<file path="config.mk">
export PLATFORM = sky130hd
export DESIGN_NAME = add3_seq_ctrl_flat
export DESIGN_NICKNAME = d
export VERILOG_FILES = /design/src/rtl/add3_seq_ctrl_pkg.sv /design/src/rtl/add3_seq_ctrl_if.sv /design/src/rtl/add3_seq_ctrl_slice.sv /design/src/rtl/add3_seq_ctrl.sv /design/src/flat_wrapper.sv
export SDC_FILE = /design/constraint.sdc
export NUM_CORES = 1
export LEC_CHECK = 0
export BUFFER_PORTS_ARGS = -buffer_cell sky130_fd_sc_hd__buf_4
export CAP_MARGIN = 40
export CORE_ASPECT_RATIO = 1.75
export CORE_MARGIN = 2
export CORE_UTILIZATION = 50
export CTS_BUF_LIST = sky130_fd_sc_hd__clkbuf_4 sky130_fd_sc_hd__clkbuf_8
export CTS_CLUSTER_DIAMETER = 80
export CTS_CLUSTER_SIZE = 10
export DETAILED_ROUTE_END_ITERATION = 8
export GPL_TIMING_DRIVEN = 0
export PLACE_DENSITY_LB_ADDON = 0.1
export SYNTH_ARGS = -nofsm -noshare
export SYNTH_HDL_FRONTEND = slang
export SYNTH_SLANG_ARGS = --single-unit
</file>
<file path="constraint.sdc">
create_clock -name clk -period 6.8 [get_ports clk]
set_input_delay 0.68 -clock clk [delete_from_list [all_inputs] [get_ports clk]]
set_output_delay 0.68 -clock clk [all_outputs]
set_load 0.02 [all_outputs]
</file>
<file path="src/rtl/add3_seq_ctrl_pkg.sv">
// add3_pkg: shared types and helpers for the sequential three-operand adder.
// Holds the controller state encoding, the inter-slice carry width and the
// beat-count helper used to size the sequencer.
package add3_pkg;

  typedef enum logic [1:0] {
    IDLE = 2'd0,
    RUN  = 2'd1,
    DONE = 2'd2
  } state_e;

  // Three SLICE-bit operands plus a carry of at most 2 stay below 3*2^SLICE,
  // so two carry bits between slices are always enough.
  localparam int CARRY_W = 2;

  function automatic int beats(input int w, input int slice);
    return w / slice;
  endfunction

endpackage

</file>
<file path="src/rtl/add3_seq_ctrl_if.sv">
// add3_seq_ctrl_if: operand and result handshake bundle for add3_seq_ctrl.
// The slave modport is the controller; the master modport is the operand
// source plus the result consumer.
interface add3_seq_ctrl_if #(
  parameter int W = 32
);

  logic         in_valid;
  logic         in_ready;
  logic [W-1:0] a_i;
  logic [W-1:0] b_i;
  logic [W-1:0] c_i;
  logic         cin_i;
  logic         out_valid;
  logic         out_ready;
  logic [W+1:0] sum_o;
  logic         sat_o;
  logic         busy_o;

  modport slave (
    input  in_valid, a_i, b_i, c_i, cin_i, out_ready,
    output in_ready, out_valid, sum_o, sat_o, busy_o
  );

  modport master (
    output in_valid, a_i, b_i, c_i, cin_i, out_ready,
    input  in_ready, out_valid, sum_o, sat_o, busy_o
  );

endinterface

</file>
<file path="src/rtl/add3_seq_ctrl_slice.sv">
// add3_slice: combinational SLICE-bit three-operand adder with a 2-bit
// carry-in. Two carry-save layers reduce a, b, c and the carry-in to two
// vectors, which a Kogge-Stone prefix adder then sums. The result is
// {cy, s}, exactly SLICE+2 bits wide.
module add3_slice
  import add3_pkg::*;
#(
  parameter int SLICE = 16
) (
  input  logic [SLICE-1:0]   a,
  input  logic [SLICE-1:0]   b,
  input  logic [SLICE-1:0]   c,
  input  logic [CARRY_W-1:0] cin,
  output logic [SLICE-1:0]   s,
  output logic [CARRY_W-1:0] cy
);

  localparam int N = SLICE + CARRY_W;

  logic [N-1:0] x, y, z, u, v;
  logic [N-2:0] m2;
  logic [N-2:0] gk, pk, gt, pt;
  logic [N-1:0] sum;

  // Carry-save reduction: a+b+c into (x,y), with cin[0] placed in the free
  // LSB of y, then fold in cin[1] (weight 2) to get the two vectors (u,v).
  always_comb begin
    x  = N'(a ^ b ^ c);
    y  = N'({(a & b) | (a & c) | (b & c), cin[0]});
    z  = N'({cin[1], 1'b0});
    u  = x ^ y ^ z;
    m2 = (x[N-2:0] & y[N-2:0]) | (x[N-2:0] & z[N-2:0]) | (y[N-2:0] & z[N-2:0]);
    v  = {m2, 1'b0};
  end

  // Kogge-Stone prefix over the generate/propagate pairs. gk[i] ends up as
  // the carry out of bit positions 0..i, i.e. the carry into bit i+1.
  always_comb begin
    gk = u[N-2:0] & v[N-2:0];
    pk = u[N-2:0] ^ v[N-2:0];
    gt = '0;
    pt = '0;
    for (int d = 1; d < N - 1; d = d * 2) begin
      gt = gk;
      pt = pk;
      for (int i = d; i < N - 1; i++) begin
        gk[i] = gt[i] | (pt[i] & gt[i-d]);
        pk[i] = pt[i] & pt[i-d];
      end
    end
    sum = (u ^ v) ^ {gk, 1'b0};
  end

  assign {cy, s} = sum;

endmodule

</file>
<file path="src/rtl/add3_seq_ctrl.sv">
// add3_seq_ctrl: sequencer computing a+b+c+cin over W bits, one SLICE-bit
// slice per clock, LSB slice first, with the 2-bit inter-slice carry held
// in a register between beats. Valid/ready handshake on both sides.
// Optional build macro ADD3_SEQ_SAT_EN: clamp the result to W bits of ones
// (and raise sat_o) while DONE if the sum overflows W bits.
module add3_seq_ctrl
  import add3_pkg::*;
#(
  parameter int W     = 32,
  parameter int SLICE = 16
) (
  input  logic           clk,
  input  logic           rst_n,
  add3_seq_ctrl_if.slave bus
);

  localparam int NBEAT = beats(W, SLICE);
  localparam int BW    = (NBEAT > 1) ? $clog2(NBEAT) : 1;

  generate
    if ((SLICE <= 0) || (W < SLICE) || ((W % SLICE) != 0)) begin : g_bad_width
      $error("add3_seq_ctrl: W must be a positive multiple of SLICE");
    end
  endgenerate

  state_e             state_q, state_d;
  logic [BW-1:0]      beat_q;
  logic [W-1:0]       a_q, b_q, c_q;
  logic [CARRY_W-1:0] carry_q;
  logic [W+1:0]       res_q;
  logic [SLICE-1:0]   s;
  logic [CARRY_W-1:0] cy;
  logic [W-1:0]       res_lo_next;
  logic               accept, last_beat;
  logic               in_ready, out_valid, busy;

  assign accept    = in_ready && bus.in_valid;
  assign last_beat = (beat_q == BW'(NBEAT - 1));

  add3_slice #(.SLICE(SLICE)) u_slice (
    .a   (a_q[SLICE-1:0]),
    .b   (b_q[SLICE-1:0]),
    .c   (c_q[SLICE-1:0]),
    .cin (carry_q),
    .s   (s),
    .cy  (cy)
  );

  // New slice sum enters the result from the top; earlier slices move down.
  assign res_lo_next = (res_q[W-1:0] >> SLICE) | (W'(s) << (W - SLICE));

  // State register.
  always_ff @(posedge clk or negedge rst_n) begin
    if (!rst_n) state_q <= IDLE;
    else        state_q <= state_d;
  end

  // Next-state logic and handshake outputs decoded from the current state.
  always_comb begin
    state_d   = state_q;
    in_ready  = 1'b0;
    out_valid = 1'b0;
    busy      = 1'b0;
    case (state_q)
      IDLE: begin
        in_ready = 1'b1;
        if (bus.in_valid) state_d = RUN;
      end
      RUN: begin
        busy = 1'b1;
        if (last_beat) state_d = DONE;
      end
      DONE: begin
        busy      = 1'b1;
        out_valid = 1'b1;
        if (bus.out_ready) state_d = IDLE;
      end
      default: state_d = IDLE;
    endcase
  end

  // Operand shift registers, carry, beat counter and result accumulation.
  always_ff @(posedge clk or negedge rst_n) begin
    if (!rst_n) begin
      a_q     <= '0;
      b_q     <= '0;
      c_q     <= '0;
      carry_q <= '0;
      beat_q  <= '0;
      res_q   <= '0;
    end else if (accept) begin
      a_q     <= bus.a_i;
      b_q     <= bus.b_i;
      c_q     <= bus.c_i;
      carry_q <= {1'b0, bus.cin_i};
      beat_q  <= '0;
      res_q   <= '0;
    end else if (state_q == RUN) begin
      a_q     <= a_q >> SLICE;
      b_q     <= b_q >> SLICE;
      c_q     <= c_q >> SLICE;
      carry_q <= cy;
      beat_q  <= beat_q + BW'(1);
      res_q   <= {(last_beat ? cy : res_q[W+1:W]), res_lo_next};
    end
  end

  assign bus.in_ready  = in_ready;
  assign bus.out_valid = out_valid;
  assign bus.busy_o    = busy;

`ifdef ADD3_SEQ_SAT_EN
  logic clamp;
  assign clamp     = (state_q == DONE) && (res_q[W+1:W] != '0);
  assign bus.sum_o = clamp ? {2'b00, {W{1'b1}}} : res_q;
  assign bus.sat_o = clamp;
`else
  assign bus.sum_o = res_q;
  assign bus.sat_o = 1'b0;
`endif

endmodule

</file>
<file path="src/flat_wrapper.sv">
// flat-port wrapper written by rule: the top's interface ports become plain ports
module add3_seq_ctrl_flat import add3_pkg::*;
#(
  parameter int W     = 32,
  parameter int SLICE = 16
)
  (clk, rst_n, bus_in_valid, bus_a_i, bus_b_i, bus_c_i, bus_cin_i, bus_out_ready, bus_in_ready, bus_out_valid, bus_sum_o, bus_sat_o, bus_busy_o);
  add3_seq_ctrl_if #(.W(W)) bus_i ();
  input  logic clk;
  input  logic rst_n;
  input wire logic [$bits(bus_i.in_valid)-1:0] bus_in_valid;
  input wire logic [$bits(bus_i.a_i)-1:0] bus_a_i;
  input wire logic [$bits(bus_i.b_i)-1:0] bus_b_i;
  input wire logic [$bits(bus_i.c_i)-1:0] bus_c_i;
  input wire logic [$bits(bus_i.cin_i)-1:0] bus_cin_i;
  input wire logic [$bits(bus_i.out_ready)-1:0] bus_out_ready;
  output wire logic [$bits(bus_i.in_ready)-1:0] bus_in_ready;
  output wire logic [$bits(bus_i.out_valid)-1:0] bus_out_valid;
  output wire logic [$bits(bus_i.sum_o)-1:0] bus_sum_o;
  output wire logic [$bits(bus_i.sat_o)-1:0] bus_sat_o;
  output wire logic [$bits(bus_i.busy_o)-1:0] bus_busy_o;
  assign bus_i.in_valid = bus_in_valid;
  assign bus_i.a_i = bus_a_i;
  assign bus_i.b_i = bus_b_i;
  assign bus_i.c_i = bus_c_i;
  assign bus_i.cin_i = bus_cin_i;
  assign bus_i.out_ready = bus_out_ready;
  assign bus_in_ready = bus_i.in_ready;
  assign bus_out_valid = bus_i.out_valid;
  assign bus_sum_o = bus_i.sum_o;
  assign bus_sat_o = bus_i.sat_o;
  assign bus_busy_o = bus_i.busy_o;
  add3_seq_ctrl #(.W(W), .SLICE(SLICE)) u_core (.clk(clk), .rst_n(rst_n), .bus(bus_i));
endmodule
</file>
# == Yosys cells after proc, flatten, opt, wreduce, memory -nomap -nowiden ==
# Index checks and enable logic that the tools add are counted.
# totals
reg_bits,135
in_bits,101
output_inout_bits,38
word_cells,206
# op_classes
addsub,1
n_eq_ne,5
n_mux,20
n_bitwise,165
reduce_logical,7
# ops
op,n
32-bit 2-to-1 mux,6
1-bit AND,92
34-bit 2-to-1 mux,2
1-bit OR,54
16-bit AND,3
18-bit bitwise XOR,2
17-bit AND,2
17-bit by 2-bit AND with 17-bit output,2
17-bit OR,2
16-bit OR,2
16-bit by 32-bit OR with 32-bit output,1
18-bit by 16-bit bitwise XOR with 18-bit output,1
18-bit by 17-bit bitwise XOR with 18-bit output,1
18-bit by 2-bit bitwise XOR with 18-bit output,1
17-bit bitwise XOR,1
16-bit bitwise XOR,1
2-bit 2-to-1 mux,6
2-bit one-hot mux with 3 select lines,1
1-bit 2-to-1 mux,5
"2-bit inequality test, second input constant",2
2-bit nonzero test,2
3-bit AND reduction,1
"2-bit by 1-bit equality test with 1-bit output, second input constant",1
"2-bit equality test, second input constant",1
other kinds (6),6

# == Longest topological paths before layout ==
# Gate-level depths: netlist of run 1.
# logic_depth
ltp_word,20
depth_mapped,12
depth_no_buf,12

# == Hierarchy ==
# From an unflattened synthesis of run 1, not the netlist that was laid out.
# hier_totals
hier_cells,760
hier_area_um2,7482.2
# modules_own_cells
mod,instances,cells_per_inst,area_per_inst_um2,seq_area_each_um2
add3_seq_ctrl,1,557,5889.4,3378.2
add3_slice,1,203,1592.8,0.0

# == Worst setup path before layout of run 1 ==
# No wires, ideal clock.
# synth_path
path_kind,reg2reg
startpoint,register u_core.c_q[1]
endpoint,"register u_core.res_q[31], in the netlist u_core.bus.sum_o[31]"
setup_ns,0.131
arrival_time_ns,3.021
t_required_ns,6.669
path_slack_ns,3.648
path_stages_with_launch,12
n_path_buf,0
synth_period_minus_slack_ns,3.152
path_cell_list,dfrtp_1 -> fa_1 -> fa_1 -> ha_1 -> inv_1 -> fa_1 -> nor2b_1 -> o211ai_1 -> a21oi_2 -> o21ai_1 -> and4b_1 -> or3_1
# synth_via
elab_chain_len,18
word_cells_on_any_way,33
cone_classes,mux (2); bitwise (31)
# synth_lines
item,line_no,text
"start, declared",add3_seq_ctrl.sv:28,"logic [W-1:0] a_q, b_q, c_q;"
"start signal, assigned",add3_seq_ctrl.sv:94,c_q <= bus.c_i;
"start signal, assigned",add3_seq_ctrl.sv:101,c_q <= c_q >> SLICE;
16-bit AND,add3_seq_ctrl_slice.sv:29,"y = N'({(a & b) | (a & c) | (b & c), cin[0]});"
16-bit OR (2 in a row),add3_seq_ctrl_slice.sv:29,
17-bit AND,add3_seq_ctrl_slice.sv:32,m2 = (x[N-2:0] & y[N-2:0]) | (x[N-2:0] & z[N-2:0]) | (y[N-2:0] & z[N-2:0]);
17-bit OR (2 in a row),add3_seq_ctrl_slice.sv:32,
17-bit AND,add3_seq_ctrl_slice.sv:39,gk = u[N-2:0] & v[N-2:0];
1-bit AND,add3_seq_ctrl_slice.sv:47,gk[i] = gt[i] | (pt[i] & gt[i-d]);
1-bit OR,add3_seq_ctrl_slice.sv:47,
1-bit AND,add3_seq_ctrl_slice.sv:47,
1-bit OR,add3_seq_ctrl_slice.sv:47,
1-bit OR *,add3_seq_ctrl_slice.sv:47,
1-bit AND *,add3_seq_ctrl_slice.sv:47,
1-bit OR *,add3_seq_ctrl_slice.sv:47,
18-bit bitwise XOR *,add3_seq_ctrl_slice.sv:51,"sum = (u ^ v) ^ {gk, 1'b0};"
16-bit by 32-bit OR with 32-bit output *,add3_seq_ctrl.sv:50,assign res_lo_next = (res_q[W-1:0] >> SLICE) | (W'(s) << (W - SLICE));
34-bit 2-to-1 mux *,add3_seq_ctrl.sv:98,end else if (state_q == RUN) begin
34-bit 2-to-1 mux *,add3_seq_ctrl.sv:91,end else if (accept) begin
"end signal, assigned",add3_seq_ctrl.sv:104,"res_q <= {(last_beat ? cy : res_q[W+1:W]), res_lo_next};"
"end, declared",add3_seq_ctrl.sv:30,logic [W+1:0] res_q;
# Mark *: on every way between the ends. The rest lies on a longest branch, timed or not. The select of a mux whose other input is x is not followed.
# A chain may end at the register's enable or synchronous reset.

# == Worst setup path after layout of run 1 ==
# Same ends and word-level chain as after synthesis.

==> results of run 1 <==
flip-flops by register name, summed over array words and instances (netlist names):
signal	count
u_core.state_q	2
u_core.c_q	32
u_core.a_q	32
u_core.carry_q	2
u_core.beat_q	1
u_core.bus.sum_o	34
u_core.b_q	32
layer usage:
| layer | GRT usage [%] | routed length (um) |
|---|---|---|
| met1 | 30.3 | 7510 |
| met2 | 47.8 | 10700 |
| met3 | 3.72 | 731 |
| met4 | 11.3 | 675 |
| met5 | 0 | 0 |
where the power goes:
part,internal (mW),switching [mW],total [mW]
Combinational,1.42,1.93,3.34
Sequential,1.19,0.285,1.48
Clock,0.336,0.346,0.682
cells in the mapped netlist (5+ instances only):
library cell | count | share of area, %
nand2_1 | 152 | 7.7
inv_1 | 65 | 3.3
clkbuf_1 | 30 | 1.5
dfrtp_1 | 135 | 45
buf_2 | 8 | 0.54
fa_1 | 18 | 4.8
a21o_1 | 5 | 0.51
nor2_1 | 36 | 1.8
nand3b_1 | 51 | 5.2
xnor2_1 | 8 | 0.94
ha_1 | 34 | 5.7
o21ai_0 | 62 | 4.2
mux2i_1 | 72 | 9.7
a21oi_1 | 18 | 1.2
logic make-up after synthesis:
kind of cell,count (synthesis)
AOI/OAI and AO/OA,115
xor gates and xnor gates,9
adders and majority gates,52
buffers and inverters,110
DFF,135
muxes,73
other,1
and+or+nand+nor,267
metrics by stage:
step	power [mW]	cells	utilization, %
after floorplan	3.82	762	-
after global placement	4.71	1082	59.1
after detailed placement	4.81	1083	59.4
after CTS	5.52	1115	62.1
after global routing	6.00	1115	62.1
final	5.50	1115	62.1
worst paths after layout:
| check | start | endpoint | slack, ns |
|---|---|---|---|
| hold reg to reg | u_core.a_q[25]$_DFFE_PN0N_ | u_core.a_q[25]$_DFFE_PN0N_ | 0.52 |
| max in group asynchronous | rst_n | u_core.a_q[25]$_DFFE_PN0N_ | 5.81 |
| setup reg to reg | u_core.c_q[1]$_DFFE_PN0N_ | u_core.bus.sum_o[31]$_DFFE_PN0N_ | 3.21 |
| hold / removal | rst_n | u_core.c_q[12]$_DFFE_PN0N_ | 0.24 |
| min in group clk | bus_a_i[31] | u_core.a_q[31]$_DFFE_PN0N_ | 0.41 |
| setup / recovery | u_core.c_q[1]$_DFFE_PN0N_ | u_core.bus.sum_o[31]$_DFFE_PN0N_ | 3.21 |
final cells by class:
cell class | count | area share (%)
Clock buffer | 17 | 2.56
Sequential cell | 135 | 37.0
Buffer | 45 | 2.26
Inverter | 65 | 2.67
Tap cell | 183 | 2.51
Multi-Input combinational cell | 517 | 39.5
Timing Repair Buffer | 138 | 11.6
Clock inverter | 15 | 1.85
critical path: stages, from the launching register on:
cell       delay, ns
dfrtp_1         0.45
fa_1            0.55
fa_1            0.56
ha_1            0.20
inv_1           0.07
fa_1            0.40
nor2b_1         0.18
o211ai_1        0.15
a21oi_2         0.26
o21ai_1         0.12
a2111oi_0       0.42
or3_1           0.17
==> run metrics, run 1 <==
DP HPWL=15300 um; RSZ-0062 raised after global routing=no; status=finished, final reports clean; final antenna-violating net count=0; Max-Cap Viols=0; data arrival time of the critical path=3.97 ns; port bufs=137; H-tree depth=4; simple-gate share of the synthesized area=17.5%; first-pass GRT wire length=~31000 um; # setup viols final=0; TritonCTS buffer count=17; CP required=7.18 ns; Register Area=3380 um2; most frequent cells in the layout=nand2_1, buf_4, dfrtp_1; synthesized cell area=around 7400 um2; clk buf depth=2; clk_lat worst skew=0.45 ns; Max Clock Freq=279 MHz; worst slack at placement=3.26 ns; CTS hold repair buffers=0; Worst slew margin=53.0%; Netlist cell types=56; clk_skew=0.0105 ns; largest family of logic cells by synthesized area=simple AND/OR/NAND/NOR gates; area growth from synthesis to layout=22.8%; Slew @ Worst Pin=0.705 ns; syn_nets=915; worst vdd ir=roughly 0.23 mV; vias per cell=5.32; GP Congestion=0.920; worst hold margin=0.243 ns; post-CTS resize count=0; Critical Path Source Type=flop; CTS tree=done; worst-path fanout max=4; clk root buf=clkbuf_8; Main synth FF type=dfrtp_1; Final Hold Viols=0; Remaining Overflow, GRT=0; Rows=59; area occupied by multi-input gates=3600 um2; core box area=14700 um2; Synth Register Bits=135; via count=5932; first drt pass iteration count=5; crit end category=flop; worst r2r path cells=11; Post-DP Area=8720 um2; number of flops mapped to enable cells by yosys=0; Final TNS setup=0 ns; Layout Nets=between 1000 and 1500; DRT Wirelength=19600 um; share of the clock period used by the worst path after layout=52.8%; CTS sink cnt=~140; Static Leak=roughly 4.6 nW; DIE WIDTH=96.2 um; Post-Synth XOR/XNOR Area=1.06%; Design Area, Final=9120 um2; fraction of layout cells with a size suffix above 1=21.0%; vias in the first global route=6126; Mean Syn Cell Area=9.75 um2; share of the yosys chip area belonging to registers=45.5%; most common cell after layout, fill and taps aside=nand2_1; Post-synth ARST share=100%; Setup CP Type=reg -> reg; initial DRC count=260; Ys Warns=0; initial antenna violation count=0; Initial Util=between 50% and 60%; Power Dens Cells=603 nW/um2; drt wl/cell=17.6 um; # fillers=1288; DRC=0; post-synthesis mux area share=approximately 9.9%; Min Clock Period, post-route=3.59 ns; Hold Crit Class=in -> async; Slew Limit Fails=0; Die Y=165 um; CTS clk-pin slew, worst paths=~0.080 ns; Total GRT Usage=between 20% and 30%; largest net degree at the start of global routing=71; Post-CTS Setup Bufs=0; min setup slack post-route=3.21 ns; Ant. Diodes=0; complex-gate fraction of the synthesized area=a little under a tenth; adder-cell area share of the yosys netlist=about a tenth; Die ar.=15900 um2; Post-Syn Instances=762; io pins=139
Note: power is estimated with default switching activity, not from simulation.
==> inputs of run 2 (changes only) <==
Settings changed: ABC_AREA from default to 1.
Clock period 6.8 ns to 2.9 ns, I/O delays scaled along.
==> run metrics, run 2 <==
syn_nets=908; adder-cell area share of the yosys netlist=11.2%; Total GRT Usage=28.0%; Ys Warns=0; simple-gate share of the synthesized area=14.7%; TritonCTS buffer count=17; DP HPWL=between 15000 and 20000 um; Post-Synth XOR/XNOR Area=0.124%; DIE WIDTH=93.7 um; final antenna-violating net count=0; Slew @ Worst Pin=0.837 ns; post-synthesis mux area share=0%; DRT Wirelength=20100 um; CTS tree=done; RSZ-0062 raised after global routing=yes; Rows=57; most common cell in the netlist=nand2_1; area growth from synthesis to layout=25.7%; GP Congestion=approximately 0.87; clk buf depth=2; fraction of layout cells with a size suffix above 1=27.4%; vias per cell=roughly 5.2; worst slack at placement=-0.229 ns; most common cell after layout, fill and taps aside=nand2_1; max reg flops=34; share of the clock period used by the worst path after layout=roughly 100%; Ant. Diodes=0; crit end category=flop; largest family of logic cells by synthesized area=compound AO/OA/AOI/OAI gates; Power Dens Cells=between 1000 and 1500 nW/um2; Remaining Overflow, GRT=0; data arrival time of the critical path=3.21 ns; H-tree depth=4; worst vdd ir=0.712 mV; share of the synthesized area in the top cell type=48.0%; Slew Limit Fails=0; status=finished, final reports clean; drt wl/cell=roughly 18 um; min setup slack post-route=between 0.01 and 0.015 ns; worst hold margin=0.0558 ns; Die Y=approximately 160 um; Hold Crit Class=in -> reg; number of flops mapped to enable cells by yosys=0; clk_lat worst skew=0.45 ns; CP required=3.22 ns; Critical Path Source Type=flop; Synth Register Bits=135; CTS clk-pin slew, worst paths=0.09 ns; Layout Nets=1071; port bufs=around 140; worst-path fanout max=4; first drt pass iteration count=5; Final Hold Viols=0; via count=approximately 5800; core box area=13800 um2; synth cell count leaders=nand2_1, dfrtp_1, inv_1; Layout Utilization=63.9%; cell taking the most area after synthesis=dfrtp_1; Main synth FF type=dfrtp_1; Netlist cell types=36; largest net degree at the start of global routing=83; Final TNS setup=0 ns; Worst slew margin=44.2%; DRC=0; clk root buf=clkbuf_8; most frequent cells in the layout=nand2_1, buf_4, dfrtp_1; Post-Syn Instances=755; Static Leak=4.56 nW; clk_skew=0.0113 ns; CP max stage delay=0.56 ns; initial antenna violation count=0; first-pass GRT wire length=31700 um; share of the yosys chip area belonging to registers=48.0%; CTS sink cnt=135; io pins=~140; Mean Syn Cell Area=9.32 um2; vias in the first global route=6113; # setup viols final=0; Max-Cap Viols=0; Post-synth ARST share=100%; synthesized cell area=7040 um2; Area contributors post-synth=dfrtp_1, nand2_1, inv_1, ha_1, fa_1; Max Clock Freq=346 MHz; Critical-path top delay cell=fa_1; initial DRC count=339; Min Clock Period, post-route=2.89 ns; Die ar.=15100 um2; Initial Util=50.9%; CP cell instances=fa_1 -> fa_1 -> ha_2 -> inv_2 -> fa_2 -> inv_2 -> nand3_2 -> nand2_4 -> buf_4 -> buf_4 -> a21oi_1 -> o21ai_2 -> o21ai_1; Setup CP Type=reg -> reg; complex-gate fraction of the synthesized area=16.4%
-- run 2: power by group --
group          internal [mW]  switching, mW
clock network          0.851          0.778
logic                   2.82           4.92
registers               2.75          0.446
total                   6.43           6.14
-- run 2: per-stage QoR --
step                      total power [mW]  cell area, um2  cells
after detailed placement              10.7            8320   1070
after CTS                             12.5            8790   1105
after global placement                10.5            8290   1069
final                                 12.6            8840   1107
after global routing                  13.7            8840   1107
after floorplan                       8.21            7040    755
-- run 2: layer usage --
| metal | GRT usage, % | wire length, um | up-vias |
|---|---|---|---|
| met1 | 31.7 | 7480 | 2836 |
| met2 | 52.1 | 11200 | 153 |
| li1 | - | - | 2782 |
| met3 | 4.69 | 821 | 32 |
| met4 | 10.0 | 631 | 0 |
| met5 | 0 | 0 | - |
-- run 2: kinds of logic (layout without fill, tap and decap cells) --
family,Yosys count,count (layout)
fa+ha+maj,52,52
xor+xnor,1,1
buf+inv,162,337
flops,135,135
other cells,1,1
simple gates,251,251
compound gates,153,153
-- run 2: worst paths after layout --
| kind | start | endpoint | depth (start not counted) | slack, ns |
|---|---|---|---|---|
| setup reg to reg | u_core.a_q[1]$_DFFE_PN0N_ | u_core.bus.sum_o[21]$_DFFE_PN0N_ | 13 | 0.01 |
| hold reg to reg | u_core.a_q[29]$_DFFE_PN0N_ | u_core.a_q[13]$_DFFE_PN0N_ | 2 | 0.49 |
| min in group asynchronous | rst_n | u_core.c_q[19]$_DFFE_PN0N_ | 2 | 0.36 |
| max in group asynchronous | rst_n | u_core.bus.sum_o[29]$_DFFE_PN0N_ | 3 | 1.76 |
| setup / recovery | u_core.a_q[1]$_DFFE_PN0N_ | u_core.bus.sum_o[21]$_DFFE_PN0N_ | 13 | 0.01 |
| hold / removal | bus_c_i[17] | u_core.c_q[17]$_DFFE_PN0N_ | 3 | 0.06 |
-- run 2: layout make-up --
type | count | area, um2
buffer | 31 | 179
sequential | 135 | 3380
tap | 177 | 221
timing repair buffer | 144 | 1110
fill | 1183 | 4990
multi-input combinational | 458 | 3050
inverter | 131 | 497
clock inverter | 14 | 175
clock buffer | 17 | 234
-- run 2: what timing repair did --
item,CTS,global route
pin swaps,7,8
gates resized for setup,11,10
hold buffers,1,0
endpoints found under the setup margin,8,11
endpoints found under the hold margin,53,0
buffers inserted,3,2
-- run 2: worst max-delay path, delay by kind of cell, from the launching register on --
family	cells	cell delay (ns)
adder cells (fa/ha/maj)	4	1.62
flip-flops	1	0.42
buffers and inverters	4	0.31
AO/OA/AOI/OAI	3	0.26
AND/OR/NAND/NOR	2	0.16
==> inputs of run 3 (changes only) <==
Settings changed: CORE_UTILIZATION 50 to 52.
==> run metrics, run 3 (synthesized netlist as in run 2, its figures left out) <==
clk_lat worst skew=0.45 ns; GP Congestion=0.872; initial DRC count=297; max reg flops=34; Min Clock Period, post-route=between 2 and 3 ns; fin cells=between 1000 and 1500; Register Area=3380 um2; Slew Limit Fails=0; drt wl/cell=18.5 um; Post-Place Cells=1067; worst vdd ir=0.764 mV; crit end category=flop; worst-path fanout max=5; Power Dens Cells=between 1000 and 1500 nW/um2; Static Leak=4.59 nW; Die ar.=14500 um2; # fillers=1102; TritonCTS buffer count=17; most common cell after layout, fill and taps aside=nand2_1; DRT Wirelength=20400 um; DIE WIDTH=91.9 um; Total GRT Usage=29.6%; Critical Path Source Type=flop; core box area=13300 um2; share of the clock period used by the worst path after layout=102%; Final Hold Viols=0; first drt pass iteration count=5; Post-DP Area=8310 um2; CTS tree=done; largest net degree at the start of global routing=86; CP required=3.24 ns; clk root buf=clkbuf_8; worst hold margin=0.0548 ns; area occupied by multi-input gates=3050 um2; Layout Nets=1071; Layout Utilization=66.8%; Design Area, Final=8900 um2; CTS clk-pin slew, worst paths=0.09 ns; Slew @ Worst Pin=0.767 ns; worst slack at placement=-0.329 ns; vias per cell=5.26; H-tree depth=4; Worst slew margin=48.9%; RSZ-0062 raised after global routing=yes; Die Y=158 um; DP HPWL=about 16000 um; Hold Crit Class=in -> reg; data arrival time of the critical path=approximately 3.3 ns; port bufs=137; initial antenna violation count=0; Max-Cap Viols=0; Rows=56; clk buf depth=2; CTS sink cnt=between 100 and 150; status=finished, violations left; first-pass GRT wire length=32400 um; # setup viols final=4; final antenna-violating net count=0; failing checks=negative setup slack; Ant. Diodes=0; via count=5811; most frequent cells in the layout=nand2_1, buf_4, dfrtp_1; Setup CP Type=reg -> reg; area growth from synthesis to layout=26.5%; vias in the first global route=6200; Remaining Overflow, GRT=0; fraction of layout cells with a size suffix above 1=27.5%; io pins=139; Initial Util=52.8%; Max Clock Freq=about 340 MHz; min setup slack post-route=-0.0510 ns; clk_skew=0.0174 ns; DRC=0
==> run 3: changes by cell type in the layout (fill, tap and decap cells not counted), sizes merged <==
cell,change
clkbuf,+1
inv,+2
clkinv,-4
bufinv,+2
clkinvlp,-1
==> run 3: area by class of cell <==
class	count	area share (%)
sequential	135	38.0
timing repair buffer	144	12.4
clock buffer	18	2.78
multi-input combinational	458	34.3
tap	174	2.45
buffer	31	2.01
clock inverter	13	2.45
inverter	131	5.58
==> run 3: worst max-delay path, cell delays in order (launching register included) <==
cell and delay (ns):
dfrtp_1 0.42, fa_1 0.53, fa_1 0.55, ha_2 0.18, inv_2 0.04, fa_2 0.36, inv_2 0.08, nand3_2 0.07
nand2_4 0.11, nand2_4 0.05, nand2_4 0.07, nand3_2 0.07, nand2_1 0.07, nand2_1 0.06, nand3_2 0.11, nand2_1 0.07
==> run 3: per-layer routing <==
metal / global-route usage, % / up-vias / wire, um
met5: 0 / - / 0
met4: 12.0 / 0 / 653
met3: 4.33 / 39 / 697
met2: 55.7 / 167 / 11500
met1: 33.2 / 2828 / 7550
li1: - / 2777 / -
==> run 3: where the power goes <==
group | leakage (nW) | total, mW | internal [mW] | switching (mW)
Combinational | 2.62 | 7.79 | 2.85 | 4.95
Sequential | 1.75 | 3.20 | 2.75 | 0.452
Clock | 0.227 | 1.86 | 1.06 | 0.806
==> run 3: timing repair <==
action | CTS | global route
pin swaps | 10 | 8
gates resized for setup | 15 | 8
cloned | 0 | 0
hold buffers | 1 | 0
buffers inserted | 3 | 2
hold endpoints to repair | 50 | 0
setup endpoints to repair | 7 | 10
==> run 3: worst paths after layout <==
kind,startpoint,endpoint,slack [ns],cells past startpoint
max,u_core.c_q[1]$_DFFE_PN0N_,u_core.bus.sum_o[27]$_DFFE_PN0N_,-0.05,15
min in group asynchronous,rst_n,u_core.a_q[25]$_DFFE_PN0N_,0.35,2
max in group asynchronous,rst_n,u_core.c_q[0]$_DFFE_PN0N_,1.74,3
min reg2reg,u_core.bus.sum_o[32]$_DFFE_PN0P_,u_core.bus.sum_o[32]$_DFFE_PN0P_,0.51,2
max reg2reg,u_core.c_q[1]$_DFFE_PN0N_,u_core.bus.sum_o[27]$_DFFE_PN0N_,-0.05,15
min,bus_b_i[30],u_core.b_q[30]$_DFFE_PN0N_,0.05,3
==> run 3: stage by stage <==
stage / setup TNS, ns / power [mW]
floorplan: 0 / 8.21
finish: -0.119 / 12.9
global placement: -1.29 / 10.5
CTS: -0.112 / 12.8
detailed placement: -1.20 / 10.7
global route: -1.18 / 14.0
